==> config.mk <==
export PLATFORM = sky130hd
export DESIGN_NAME = pipe_mux
export DESIGN_NICKNAME = d
export VERILOG_FILES = /design/src/rtl/pipe_mux_pkg.sv /design/src/rtl/pipe_reg.sv /design/src/rtl/pipe_mux.sv
export SDC_FILE = /design/constraint.sdc
export NUM_CORES = 1
export LEC_CHECK = 0
export ABC_CLOCK_PERIOD_IN_PS = 800
export CAP_MARGIN = 20
export CORE_MARGIN = 4
export CORE_UTILIZATION = 25
export CTS_CLUSTER_DIAMETER = 120
export DETAILED_ROUTE_END_ITERATION = 10
export GPL_ROUTABILITY_DRIVEN = 0
export SETUP_SLACK_MARGIN = 0.4
export SYNTH_ARGS = -nofsm -noshare
export SYNTH_HDL_FRONTEND = slang
export SYNTH_SLANG_ARGS = --single-unit
==> constraint.sdc <==
create_clock -name CLK -period 0.8 [get_ports CLK]
set_input_delay 0.08 -clock CLK [delete_from_list [all_inputs] [get_ports CLK]]
set_output_delay 0.08 -clock CLK [all_outputs]
set_load 0.05 [all_outputs]
==> src/rtl/pipe_mux_pkg.sv <==
// Shared limits and helpers for the pipelined channel multiplexer.
package pipe_mux_pkg;

    localparam int STAGES_MAX    = 3;
    localparam int NUM_IN_MIN    = 2;
    localparam int NUM_IN_MAX    = 16;
    localparam int WIDTH_DEFAULT = 18;

    // Select width for n channels: ceil(log2(n)), never less than one bit.
    function automatic int sel_width(input int n);
        return (n <= 2) ? 1 : $clog2(n);
    endfunction

endpackage

==> src/rtl/pipe_reg.sv <==
// One pipeline stage: a W-bit register with asynchronous reset and clock enable.
module pipe_reg
    import pipe_mux_pkg::*;
#(
    parameter int W = 1
) (
    input  logic         i_clk,
    input  logic         i_rst,
    input  logic         i_ce,
    input  logic [W-1:0] i_d,
    output logic [W-1:0] o_q
);

    logic [W-1:0] r_q;

    // Capture the stage input on enabled edges; reset clears it at any time.
    // NOTE: state is updated with non-blocking assignments so every stage
    // samples its neighbour's pre-edge value and the chain shifts by one.
    always_ff @(posedge i_clk or posedge i_rst) begin
        if (i_rst) begin
            r_q <= '0;
        end else if (i_ce) begin
            r_q <= i_d;
        end
    end

    assign o_q = r_q;

endmodule

==> src/rtl/pipe_mux.sv <==
// Pipelined N-to-1 channel multiplexer; valid and raw select travel with the data.
module pipe_mux
    import pipe_mux_pkg::*;
#(
    parameter  int WIDTH  = WIDTH_DEFAULT,
    parameter  int NUM_IN = 4,
    parameter  int STAGES = 1,
    localparam int SEL_W  = sel_width(NUM_IN)
) (
    input  logic                    CLK,
    input  logic                    RST,
    input  logic                    CE,
    input  logic [NUM_IN*WIDTH-1:0] in_bus,
    input  logic [SEL_W-1:0]        sel,
    input  logic                    in_valid,
    output logic [WIDTH-1:0]        out,
    output logic                    out_valid,
    output logic [SEL_W-1:0]        out_sel,
    output logic                    sel_err
);

    // Stage word layout, MSB first: {valid, sel, data}.
    localparam int SW = WIDTH + SEL_W + 1;

    // With no registers in the path, the error flag samples every rising edge.
    localparam logic ERR_ANY_EDGE = (STAGES == 0);

    generate
        if (NUM_IN < NUM_IN_MIN || NUM_IN > NUM_IN_MAX) begin : g_bad_num_in
            $fatal(1, "pipe_mux: NUM_IN=%0d outside %0d..%0d", NUM_IN, NUM_IN_MIN, NUM_IN_MAX);
        end
        if (STAGES < 0 || STAGES > STAGES_MAX) begin : g_bad_stages
            $fatal(1, "pipe_mux: STAGES=%0d outside 0..%0d", STAGES, STAGES_MAX);
        end
    endgenerate

    logic [WIDTH-1:0] w_sel_data;
    logic             w_sel_oor;
    logic [SW-1:0]    w_stage [STAGES+1];
    logic             r_sel_err;

    // Select the addressed channel; selects past the last channel give all-zero data.
    always_comb begin
        // NOTE: defaults are assigned before the loop so every path drives
        // both outputs and no latch is inferred.
        w_sel_data = '0;
        w_sel_oor  = 1'b1;
        for (int k = 0; k < NUM_IN; k++) begin
            if (sel == SEL_W'(k)) begin
                w_sel_data = in_bus[k*WIDTH +: WIDTH];
                w_sel_oor  = 1'b0;
            end
        end
    end

    // Stage 0 is the unregistered select result; data is loaded even when invalid.
    assign w_stage[0] = {in_valid, sel, w_sel_data};

    generate
        for (genvar g = 0; g < STAGES; g++) begin : g_stage
            pipe_reg #(
                .W (SW)
            ) u_reg (
                .i_clk (CLK),
                .i_rst (RST),
                .i_ce  (CE),
                .i_d   (w_stage[g]),
                .o_q   (w_stage[g+1])
            );
        end
    endgenerate

    assign {out_valid, out_sel, out} = w_stage[STAGES];

    // Sticky flag for a valid out-of-range select; only reset clears it.
    always_ff @(posedge CLK or posedge RST) begin
        if (RST) begin
            r_sel_err <= 1'b0;
        end else if ((CE || ERR_ANY_EDGE) && in_valid && w_sel_oor) begin
            r_sel_err <= 1'b1;
        end
    end

    assign sel_err = r_sel_err;

endmodule

After elaboration in Yosys (flattened, before gate mapping)

Cells that the tools add are included.

Flip-flop bits (word level): 22
Input bits: 78
Output and inout bits: 22
Logic and storage cells: 16

Equal/unequal tests: 3
Multiplexer cells: 8
Reductions and logical operators: 3

Operator list:

| kind                 | count |
|---|---|
| $mux W18             | 4 |
| $eq A2 B2 Y1 const B | 2 |
| $mux W1              | 4 |
| $eq A2 B1 Y1 const B | 1 |
| $logic_and A1 B1 Y1  | 2 |
| $logic_not A2 Y1     | 1 |

Depth between registers and ports, before layout

Gate-level depths: netlist of run 1.

Word-level depth: 6
Gate-level depth with buffers: 4
Depth with buffers taken out: 2

Modules after synthesis

Synthesis of run 1 repeated with hierarchy kept, for this count alone.

Cell total of the unflattened synthesis: 70
Area, all modules: 1,372.6 µm²

Modules (own cells, without submodules):

| module   | instances | cells an instance | area each (µm²) | sequential area each (µm²) |
|---|---|---|---|---|
| pipe_reg | 1         | 45                | 863.3           | 525.5 |
| pipe_mux | 1         | 25                | 509.2           | 25.0 |

Worst setup path after synthesis of run 1

Ideal clock, no wire load.

Kind: reg-to-reg
From: register, netlist name g_stage[0].u_reg.o_q[20]
To: register g_stage[0].u_reg.r_q[20]
Setup time: 0.125 ns
Data arrival time: 0.863 ns
Data required time: 0.675 ns
Setup slack: -0.188 ns
Stages on the path, launching flop included: 2
Path buffers: 0
Clock period less this slack: 0.988 ns
Cell sequence: dfrtp_1 -> mux2_2

RTL lines:

| item                   | line           | text |
|---|---|---|
| end signal: assignment | pipe_reg.sv:23 | `r_q <= i_d;` |
| end: declaration       | pipe_reg.sv:14 | `logic [W-1:0] r_q;` |

Worst setup path in the final report of run 1

From: register g_stage[0].u_reg.r_q[19]
To: output port out_sel[1]

RTL lines:

| item             | line           | text |
|---|---|---|
| end: declaration | pipe_mux.sv:18 | `output logic [SEL_W-1:0] out_sel,` |

No word-level cell between the ends.

==> results of run 1 <==
==> through the flow <==
step | util (%) | setup WS, ns | setup TNS, ns | area (µm²) | power, mW
global placement | 51.9 | -0.431 | -8.72 | 2670 | 3.29
finish | 56.4 | -0.209 | -2.88 | 2900 | 4.21
floorplan | - | -0.102 | -0.664 | 1360 | 2.19
CTS | 55.2 | -0.213 | -3.10 | 2840 | 4.23
global route | 56.4 | -0.246 | -3.59 | 2900 | 4.41
detailed placement | 51.9 | -0.523 | -10.14 | 2670 | 3.32
==> routing by layer <==
layer  up-vias  share of wire, %  track usage, %
met1       609                38            16.3
met5         -                 0               0
met3         2                10            4.77
li1        640                 -               -
met2        60                51            23.9
met4         0              0.65            3.55
==> sequential cells by signal, summed over array words and instances, names as in the netlist <==
| signal | cells |
|---|---|
| g_stage.u_reg.o_q | 21 |
| sel_err | 1 |
==> synthesized netlist by cell type <==
cell type | count | area (µm²)
buf_12 | 3 | 60.1
buf_2 | 3 | 15.0
buf_4 | 2 | 15.0
buf_6 | 1 | 11.3
clkbuf_1 | 1 | 3.75
dfrtp_1 | 22 | 551
inv_1 | 2 | 7.51
mux2_2 | 2 | 22.5
mux2i_1 | 36 | 360
nand2_1 | 1 | 3.75
nand2b_1 | 19 | 119
o21ai_1 | 1 | 5.00
o221ai_1 | 18 | 158
==> worst max-delay path, cell delays in order, from the launching register on <==
cell	delay [ns]
dfrtp_2	0.42
buf_6	0.12
buf_12	0.13
==> power breakdown <==
group | switching [mW] | internal, mW
combinational | 0.869 | 1.15
sequential | 0.158 | 1.27
clock | 0.336 | 0.437
total | 1.36 | 2.85
==> area by class of cell <==
cell class | count | share of cell area (%)
clock buffer | 4 | 1.90
inverter | 2 | 0.389
multi-input combinational | 77 | 26.9
sequential | 22 | 20.0
tap | 70 | 3.02
timing repair buffer | 116 | 47.9
==> layout by cell type, fill, tap and decap left out, types with 2 or more instances in the layout <==
master / Yosys / final
buf_4: 2 / 6
nand2b_1: 19 / 14
mux2i_1: 36 / 36
mux2_2: 2 / 2
nand2b_4: 0 / 5
dfrtp_2: 0 / 22
clkbuf_8: 0 / 4
clkdlybuf4s50_1: 0 / 74
buf_6: 1 / 8
o221ai_2: 0 / 11
buf_2: 3 / 2
o221ai_1: 18 / 7
buf_12: 3 / 24
==> how the worst max path moves through the flow <==
stage / startpoint / to / slack (ns) / cells past startpoint
finish: g_stage[0].u_reg.o_q[19] / out_sel[1] / -0.21 / 2
global route: g_stage[0].u_reg.o_q[19] / out_sel[1] / -0.25 / 2
CTS: g_stage[0].u_reg.o_q[19] / out_sel[1] / -0.21 / 2
detailed placement: CE / g_stage[0].u_reg.o_q[4] / -0.52 / 4
global placement: CE / g_stage[0].u_reg.o_q[17] / -0.43 / 4
floorplan: g_stage[0].u_reg.o_q[20] / g_stage[0].u_reg.o_q[20] / -0.10 / 1
==> logic make-up after synthesis <==
logic type	synth area share, %
buffers and inverters	8.46
AO/OA/AOI/OAI	12.2
AND/OR/NAND/NOR	9.21
flip-flops	41.4
multiplexers	28.8
==> timing repair <==
item	CTS	global route
cloned	1	0
endpoints found under the setup margin	44	44
setup buffers	3	1
resized for setup	21	9
pin swaps	1	0
hold buffers	0	0
==> impl_metrics.ini, run 1 <==
[yosys]
syn_area_per_cell_um2 = 12.0
ys_warn_count = 0
syn-num-nets = 189
netlist_area_um2 = 1330
synth.distinct_cells = 13
yosysSeqAreaShare_pct = 41.4
syn_inst = 111
ys_ff_latch = 22

[placed_design]
dp_cells = 282
detailed_place_hpwl_mm = 3.75
io_buffers = 99

[routing]
antenna_left = 0
drt_pass1_iterations = 4
num_vias = 1311
drt_first_iter_violations = 25
drc = 0
wl_mm = 4.47
routedWlPerCell_um = 15.4
viasPerCell = 4.51

[setup_path]
critPathLaunchType = register
r2r_setup_slack_ns = -0.01
r2r-end = g_stage[0].u_reg.o_q[0]
critPathKind = register to output pin
endpoint_kind = output pin
r2r-start = g_stage[0].u_reg.o_q[0]
cp.arrival_ns = 0.93
r2r_cells = 3
crit_required_ns = 0.72
path_max_fanout = 2

[layout]
multi_input_area_um2 = 778
synthToLayoutAreaGrowth_pct = 118
fin_cells = 291
num_antenna_cells = 0
fillCellCount = 471
drive_gt1_share_pct = 39.8
regArea_um2 = 578
layout.nets = 300

[timing]
final-max-slew-violation-count = 0
hold_ws_ns = 0.180
timing.final.crit_period_ns = 1.01
fmax_mhz = 991
maxSlewHeadroom_pct = 84.5
fin_crit_sh_pct = 126
finalSetupViolCount = 25
fin_worst_skew_ns = 0
hold_viol_final = 0
grt_setup_unrepaired = true
setup_ws_ns = -0.209
tightest_slew_ns = 0.226

[floorplanning]
ios = 100
start_util_pct = 25.9
dieArea_um2 = 6560
rows = 26
die_h_um = 81.0
core-area_um2 = 5140
die_w_um = 81.0

[power]
max-vdd-ir-drop_uv = 729
cellPowerDensity_nw_per_um2 = 1450
p_leak_nw = 1.22

[grt]
grt-ovfl-total = 0
grt_first_pass_wirelength_mm = 6.97
grt_antenna_before_repair = 0
grtUsageTotal_pct = 13.8
grt_max_degree = 29
grt_pass1_vias = 1455

[clock_tree]
insertion_delay_ns = 0.25
cts.htree.levels = 1
clock-sinks = 22
cts.path.max_buffers = 2
numCtsBuffers = 3
cts-root-buf = clkbuf_8
tritoncts = done
path_clk_slew_ns = 0.08

[status]
status = finished, violations left
violations = negative setup slack

[run]
maxCapViolCount = 0

[hold_path]
hp-class = input port to async pin
Power figures use the tool's default switching activity.
==> run 2: changes to the inputs <==
ABC_AREA = 1   (was unset)
CAP_MARGIN = 10   (was 20)
==> impl_metrics.ini, run 2 <==
[status]
status = finished, violations left
violations = negative setup slack

[clock_tree]
clock-sinks = 22
cts.htree.levels = 1
cts-root-buf = clkbuf_8
insertion_delay_ns = 0.25
tritoncts = done
path_clk_slew_ns = 0.08
numCtsBuffers = 3
cts.path.max_buffers = 2

[placed_design]
io_buffers = 99
detailed_place_hpwl_mm = 4.07
dp_cells = 379

[run]
maxCapViolCount = 0

[floorplanning]
die_w_um = 85.4
dieArea_um2 = 7290
rows = 27
core-area_um2 = 5640
start_util_pct = 26.5
die_h_um = 85.4
ios = 100

[setup_path]
cpPeakStageDelay_ns = 0.44
critPathKind = register to output pin
cp.buffers_inverters = 1
crit_required_ns = 0.72
crit_chain = buf_12
critPathLaunchType = register
crit_family = flip-flops
cp.arrival_ns = 0.85
slowest_stage = dfrtp_2
path_max_fanout = 2
endpoint_kind = output pin

[routing]
num_vias = 1776
drt_pass1_iterations = 4
antenna_left = 0
routedWlPerCell_um = 14.4
drt_first_iter_violations = 41
wl_mm = 5.63
viasPerCell = 4.53
drc = 0

[timing]
hold_viol_final = 0
fin_worst_skew_ns = 0
maxSlewHeadroom_pct = 86.6
fmax_mhz = 1080
final-max-slew-violation-count = 0
grt_setup_unrepaired = true
timing.final.crit_period_ns = 0.930
tightest_slew_ns = 0.201
setup_ws_ns = -0.130
finalSetupViolCount = 22
fin_crit_sh_pct = 116
tns_ns = -2.63

[yosys]
ys_warn_count = 0
synth_commonest_cells = nand2_1, nand3_1, nor2_1
synth_top_family_by_area = simple AND/OR/NAND/NOR gates
yosysSeqAreaShare_pct = 36.8
synthSimpleGateAreaFrac_pct = 48.6
synth-edff-count = 0
synth_adder_area_share_pct = 0
synth_xor_area_share_pct = 0
syn-num-nets = 289
ys.flop_type = dfrtp_1
yosysTopAreaCell = dfrtp_1
netlist.area_leader.share_pct = 36.8
synthArstFlopShare_pct = 100
netlist_area_um2 = 1500
synthTopCellsByArea = dfrtp_1, nand2_1, nand3_1
synthMuxAreaShare_pct = 0
synth.distinct_cells = 17
synth_compound_area_share_pct = 6.69
ys_ff_latch = 22
syn_inst = 211
yosysMostFrequentCell = nand2_1
syn_area_per_cell_um2 = 7.09

[grt]
grt_antenna_before_repair = 0
grt_max_degree = 28
grtUsageTotal_pct = 15.1
grt_pass1_vias = 1818
grt-ovfl-total = 0
grt_first_pass_wirelength_mm = 8.76

[power]
max-vdd-ir-drop_uv = 594
p_leak_nw = 1.41
cellPowerDensity_nw_per_um2 = 1300

[layout]
largest_register_ffs = 21
mostFrequentLayoutCells = clkdlybuf4s50_1, nand2_1, buf_12, nor2_1, dfrtp_2
drive_gt1_share_pct = 40.6
fillCellCount = 530
fin_cells = 392
final_util_pct = 56.5
synthToLayoutAreaGrowth_pct = 113
layout.nets = 400
mostFrequentLayoutCell = clkdlybuf4s50_1
num_antenna_cells = 0

[hold_path]
hp-class = input port to register
[run 2: changes by cell type after synthesis, sizes merged, moves of 18 or more]
cell    change
nor2       +37
o221ai     -18
nand3      +36
mux2i      -36
o21ai      +19
nand2      +77
nand2b     -19
[run 2: metrics by stage]
step	power, mW	setup WS, ns	hold WS [ns]	instance area, µm²
5_1_grt	4.37	-0.157	0.206	3190
6_report	4.14	-0.130	0.172	3190
4_1_cts	4.12	-0.138	0.192	3060
3_5_place_dp	3.31	-0.727	0.410	2840
3_3_place_gp	3.30	-0.720	0.409	2840
2_1_floorplan	2.20	0.00783	-0.0547	1540
[run 2: timing repair]
| action | CTS | global route |
|---|---|---|
| pin swaps | 46 | 19 |
| gates cloned | 3 | 1 |
| setup endpoints to repair | 44 | 44 |
| buffers inserted | 5 | 1 |
| gates resized for setup | 47 | 31 |
| hold buffers | 0 | 0 |
[run 2: path summary, 6_finish.rpt]
path	startpoint	end	slack (ns)	cells past startpoint
max	g_stage[0].u_reg.o_q[4]	out[4]	-0.13	1
min	in_bus[48]	g_stage[0].u_reg.o_q[12]	0.17	5
max reg2reg	g_stage[0].u_reg.o_q[20]	g_stage[0].u_reg.o_q[20]	0.07	3
min reg2reg	sel_err	sel_err	0.42	0
max in group asynchronous	RST	g_stage[0].u_reg.o_q[14]	0.46	3
min in group asynchronous	RST	g_stage[0].u_reg.o_q[7]	0.19	3
[run 2: metal layers]
layer / GRT usage (%) / routed length, µm / vias to the layer above
met1: 18.8 / 2430 / 809
met4: 4.60 / 62 / 0
met5: 0 / 0 / -
met2: 25.8 / 2760 / 63
li1: - / - / 900
met3: 3.20 / 376 / 4
[run 2: power breakdown]
| part | switching, mW | internal [mW] |
|---|---|---|
| Combinational | 0.975 | 1.09 |
| Clock | 0.345 | 0.335 |
| Sequential | 0.139 | 1.26 |
[run 2: cell families after synthesis]
kind of cell           after synthesis
AO/OA/AOI/OAI                       20
buffers and inverters               18
flip-flops                          22
AND/OR/NAND/NOR                    151
[run 2: final cells by class]
| cell class | instances | area [µm²] | share of cell area, % |
|---|---|---|---|
| sequential | 22 | 578 | 18.1 |
| inverter | 4 | 27.5 | 0.863 |
| timing repair buffer | 117 | 1490 | 46.6 |
| tap | 72 | 90.1 | 2.83 |
| clock buffer | 3 | 41.3 | 1.30 |
| timing repair inverter | 1 | 7.51 | 0.235 |
| multi-input combinational | 173 | 957 | 30.0 |
==> run 3: changes to the inputs <==
ABC_CLOCK_PERIOD_IN_PS = unset   (was 800)
CTS_BUF_LIST = sky130_fd_sc_hd__clkbuf_8   (was unset)
SYNTH_HIERARCHICAL = 1   (was unset)
==> impl_metrics.ini, run 3 <==
[setup_path]
cp.arrival_ns = 0.86
crit_chain = buf_12
slowest_stage = dfrtp_2
crit_required_ns = 0.72
crit_family = flip-flops
cpPeakStageDelay_ns = 0.44
critPathLaunchType = register
path_max_fanout = 2
endpoint_kind = output pin
critPathKind = register to output pin
cp.buffers_inverters = 1

[layout]
mostFrequentLayoutCells = nand2_1, nand3_1, clkdlybuf4s50_1, dlymetal6s2s_1, buf_12
finalInstanceArea_um2 = 3020
fillCellCount = 478
mostFrequentLayoutCell = nand2_1
num_antenna_cells = 0
final_util_pct = 54.8
synthToLayoutAreaGrowth_pct = 113
drive_gt1_share_pct = 28.9
layout.nets = 380
largest_register_ffs = 21
fin_cells = 373

[grt]
grt_first_pass_wirelength_mm = 8.38
grt_pass1_vias = 1644
grtUsageTotal_pct = 14.8
grt-ovfl-total = 0
grt_max_degree = 26
grt_antenna_before_repair = 0

[timing]
maxSlewHeadroom_pct = 85.3
fin_worst_skew_ns = 0
finalSetupViolCount = 22
tightest_slew_ns = 0.221
fmax_mhz = 1060
final-max-slew-violation-count = 0
hold_viol_final = 0
timing.final.crit_period_ns = 0.941
fin_crit_sh_pct = 118
setup_ws_ns = -0.141
grt_setup_unrepaired = true

[clock_tree]
numCtsBuffers = 3
cts-root-buf = clkbuf_8
insertion_delay_ns = 0.26
cts_hold_buf = 0
cts.htree.levels = 1
cts.path.max_buffers = 2
path_clk_slew_ns = 0.08
clock-sinks = 22
tritoncts = done

[yosys]
yosysMostFrequentCell = nand2_1
syn-num-nets = 275
yosysTopAreaCell = dfrtp_1
synth-edff-count = 0
synthTopCellsByArea = dfrtp_1, nand2_1, nand3_1
synth_commonest_cells = nand2_1, nand3_1, dfrtp_1
ys.flop_type = dfrtp_1
ys_warn_count = 6
netlist.area_leader.share_pct = 38.9
synth.distinct_cells = 12
syn_area_per_cell_um2 = 7.19
netlist_area_um2 = 1420
yosysSeqAreaShare_pct = 38.9
synthArstFlopShare_pct = 100
ys_ff_latch = 22
syn_inst = 197

[routing]
num_vias = 1735
drt_pass1_iterations = 4
antenna_left = 0
wl_mm = 5.60
drt_first_iter_violations = 84
viasPerCell = 4.65
routedWlPerCell_um = 15.0
drc = 0

[hold_path]
hp-class = input port to async pin

[status]
status = finished, violations left
violations = negative setup slack

[floorplanning]
rows = 27
start_util_pct = 25.7
core-area_um2 = 5510
die_h_um = 83.3
die_w_um = 83.3
ios = 100
dieArea_um2 = 6930

[placed_design]
dp_cells = 361
place_ws_ns = -0.597
place_area_um2 = 2700
io_buffers = 99
detailed_place_hpwl_mm = 4.02

[power]
max-vdd-ir-drop_uv = 748
finalPower_mw = 4.11
cellPowerDensity_nw_per_um2 = 1360
p_leak_nw = 1.50

[run]
maxCapViolCount = 0
==> run 3: cell types whose count changed after synthesis, sizes merged <==
| cell | change |
|---|---|
| nand3 | +18 |
| o21ai | -20 |
| clkbuf | -1 |
| buf | +3 |
| inv | +1 |
| nand4 | +18 |
| nand2 | +3 |
| nor2 | -36 |
==> run 3: report_power, final <==
part	internal [mW]	total (mW)	leakage, nW	switching (mW)
Sequential	1.26	1.41	0.248	0.150
Combinational	1.00	1.92	1.22	0.914
Clock	0.438	0.782	0.0288	0.344
==> run 3: kinds of logic after synthesis <==
| kind of cell | Yosys count | synth area share (%) |
|---|---|---|
| AND/OR/NAND/NOR | 154 | 49.9 |
| flip-flops | 22 | 38.9 |
| buffers and inverters | 21 | 11.2 |
==> run 3: worst paths after layout <==
check	start	to	slack [ns]	cells past startpoint
worst min register to register	sel_err	sel_err	0.43	0
min in group CLK	in_bus[54]	g_stage[0].u_reg/o_q[0]	0.17	5
max in group asynchronous	RST	g_stage[0].u_reg/o_q[12]	0.46	3
worst max register to register	g_stage[0].u_reg/o_q[6]	g_stage[0].u_reg/o_q[6]	0.13	2
worst max-delay path	g_stage[0].u_reg/o_q[6]	out[6]	-0.14	1
worst min-delay path	RST	sel_err	0.03	2
==> run 3: layout make-up <==
type	count	area, µm²	share of cell area (%)
timing repair buffer	111	1460	48.3
multi-input combinational	157	791	26.2
sequential	22	578	19.2
tap	72	90.1	2.99
clock buffer	4	55.1	1.82
inverter	5	30.0	0.995
timing repair inverter	2	15.0	0.498
==> run 3: stage by stage <==
stage | hold slack, ns | TNS, ns
finish | 0.0313 | -2.73
global route | 0.0312 | -3.22
CTS | 0.0279 | -2.89
detailed placement | 0.310 | -11.39
global placement | 0.310 | -11.24
floorplan | -0.191 | 0
==> run 3: routing by layer <==
metal	part of all wire [%]	routed length (µm)	track usage, %	vias up
met5	0	0	0	-
met4	1.9	106	4.01	0
met3	4.8	268	1.49	8
met2	52	2910	26.3	68
met1	41	2320	19.0	781
li1	-	-	-	878
==> run 3: repair_timing <==
item	CTS	global route
buffers inserted	0	0
setup endpoints to repair	44	44
cloned	6	2
pin swaps	13	54
gates resized for setup	22	48
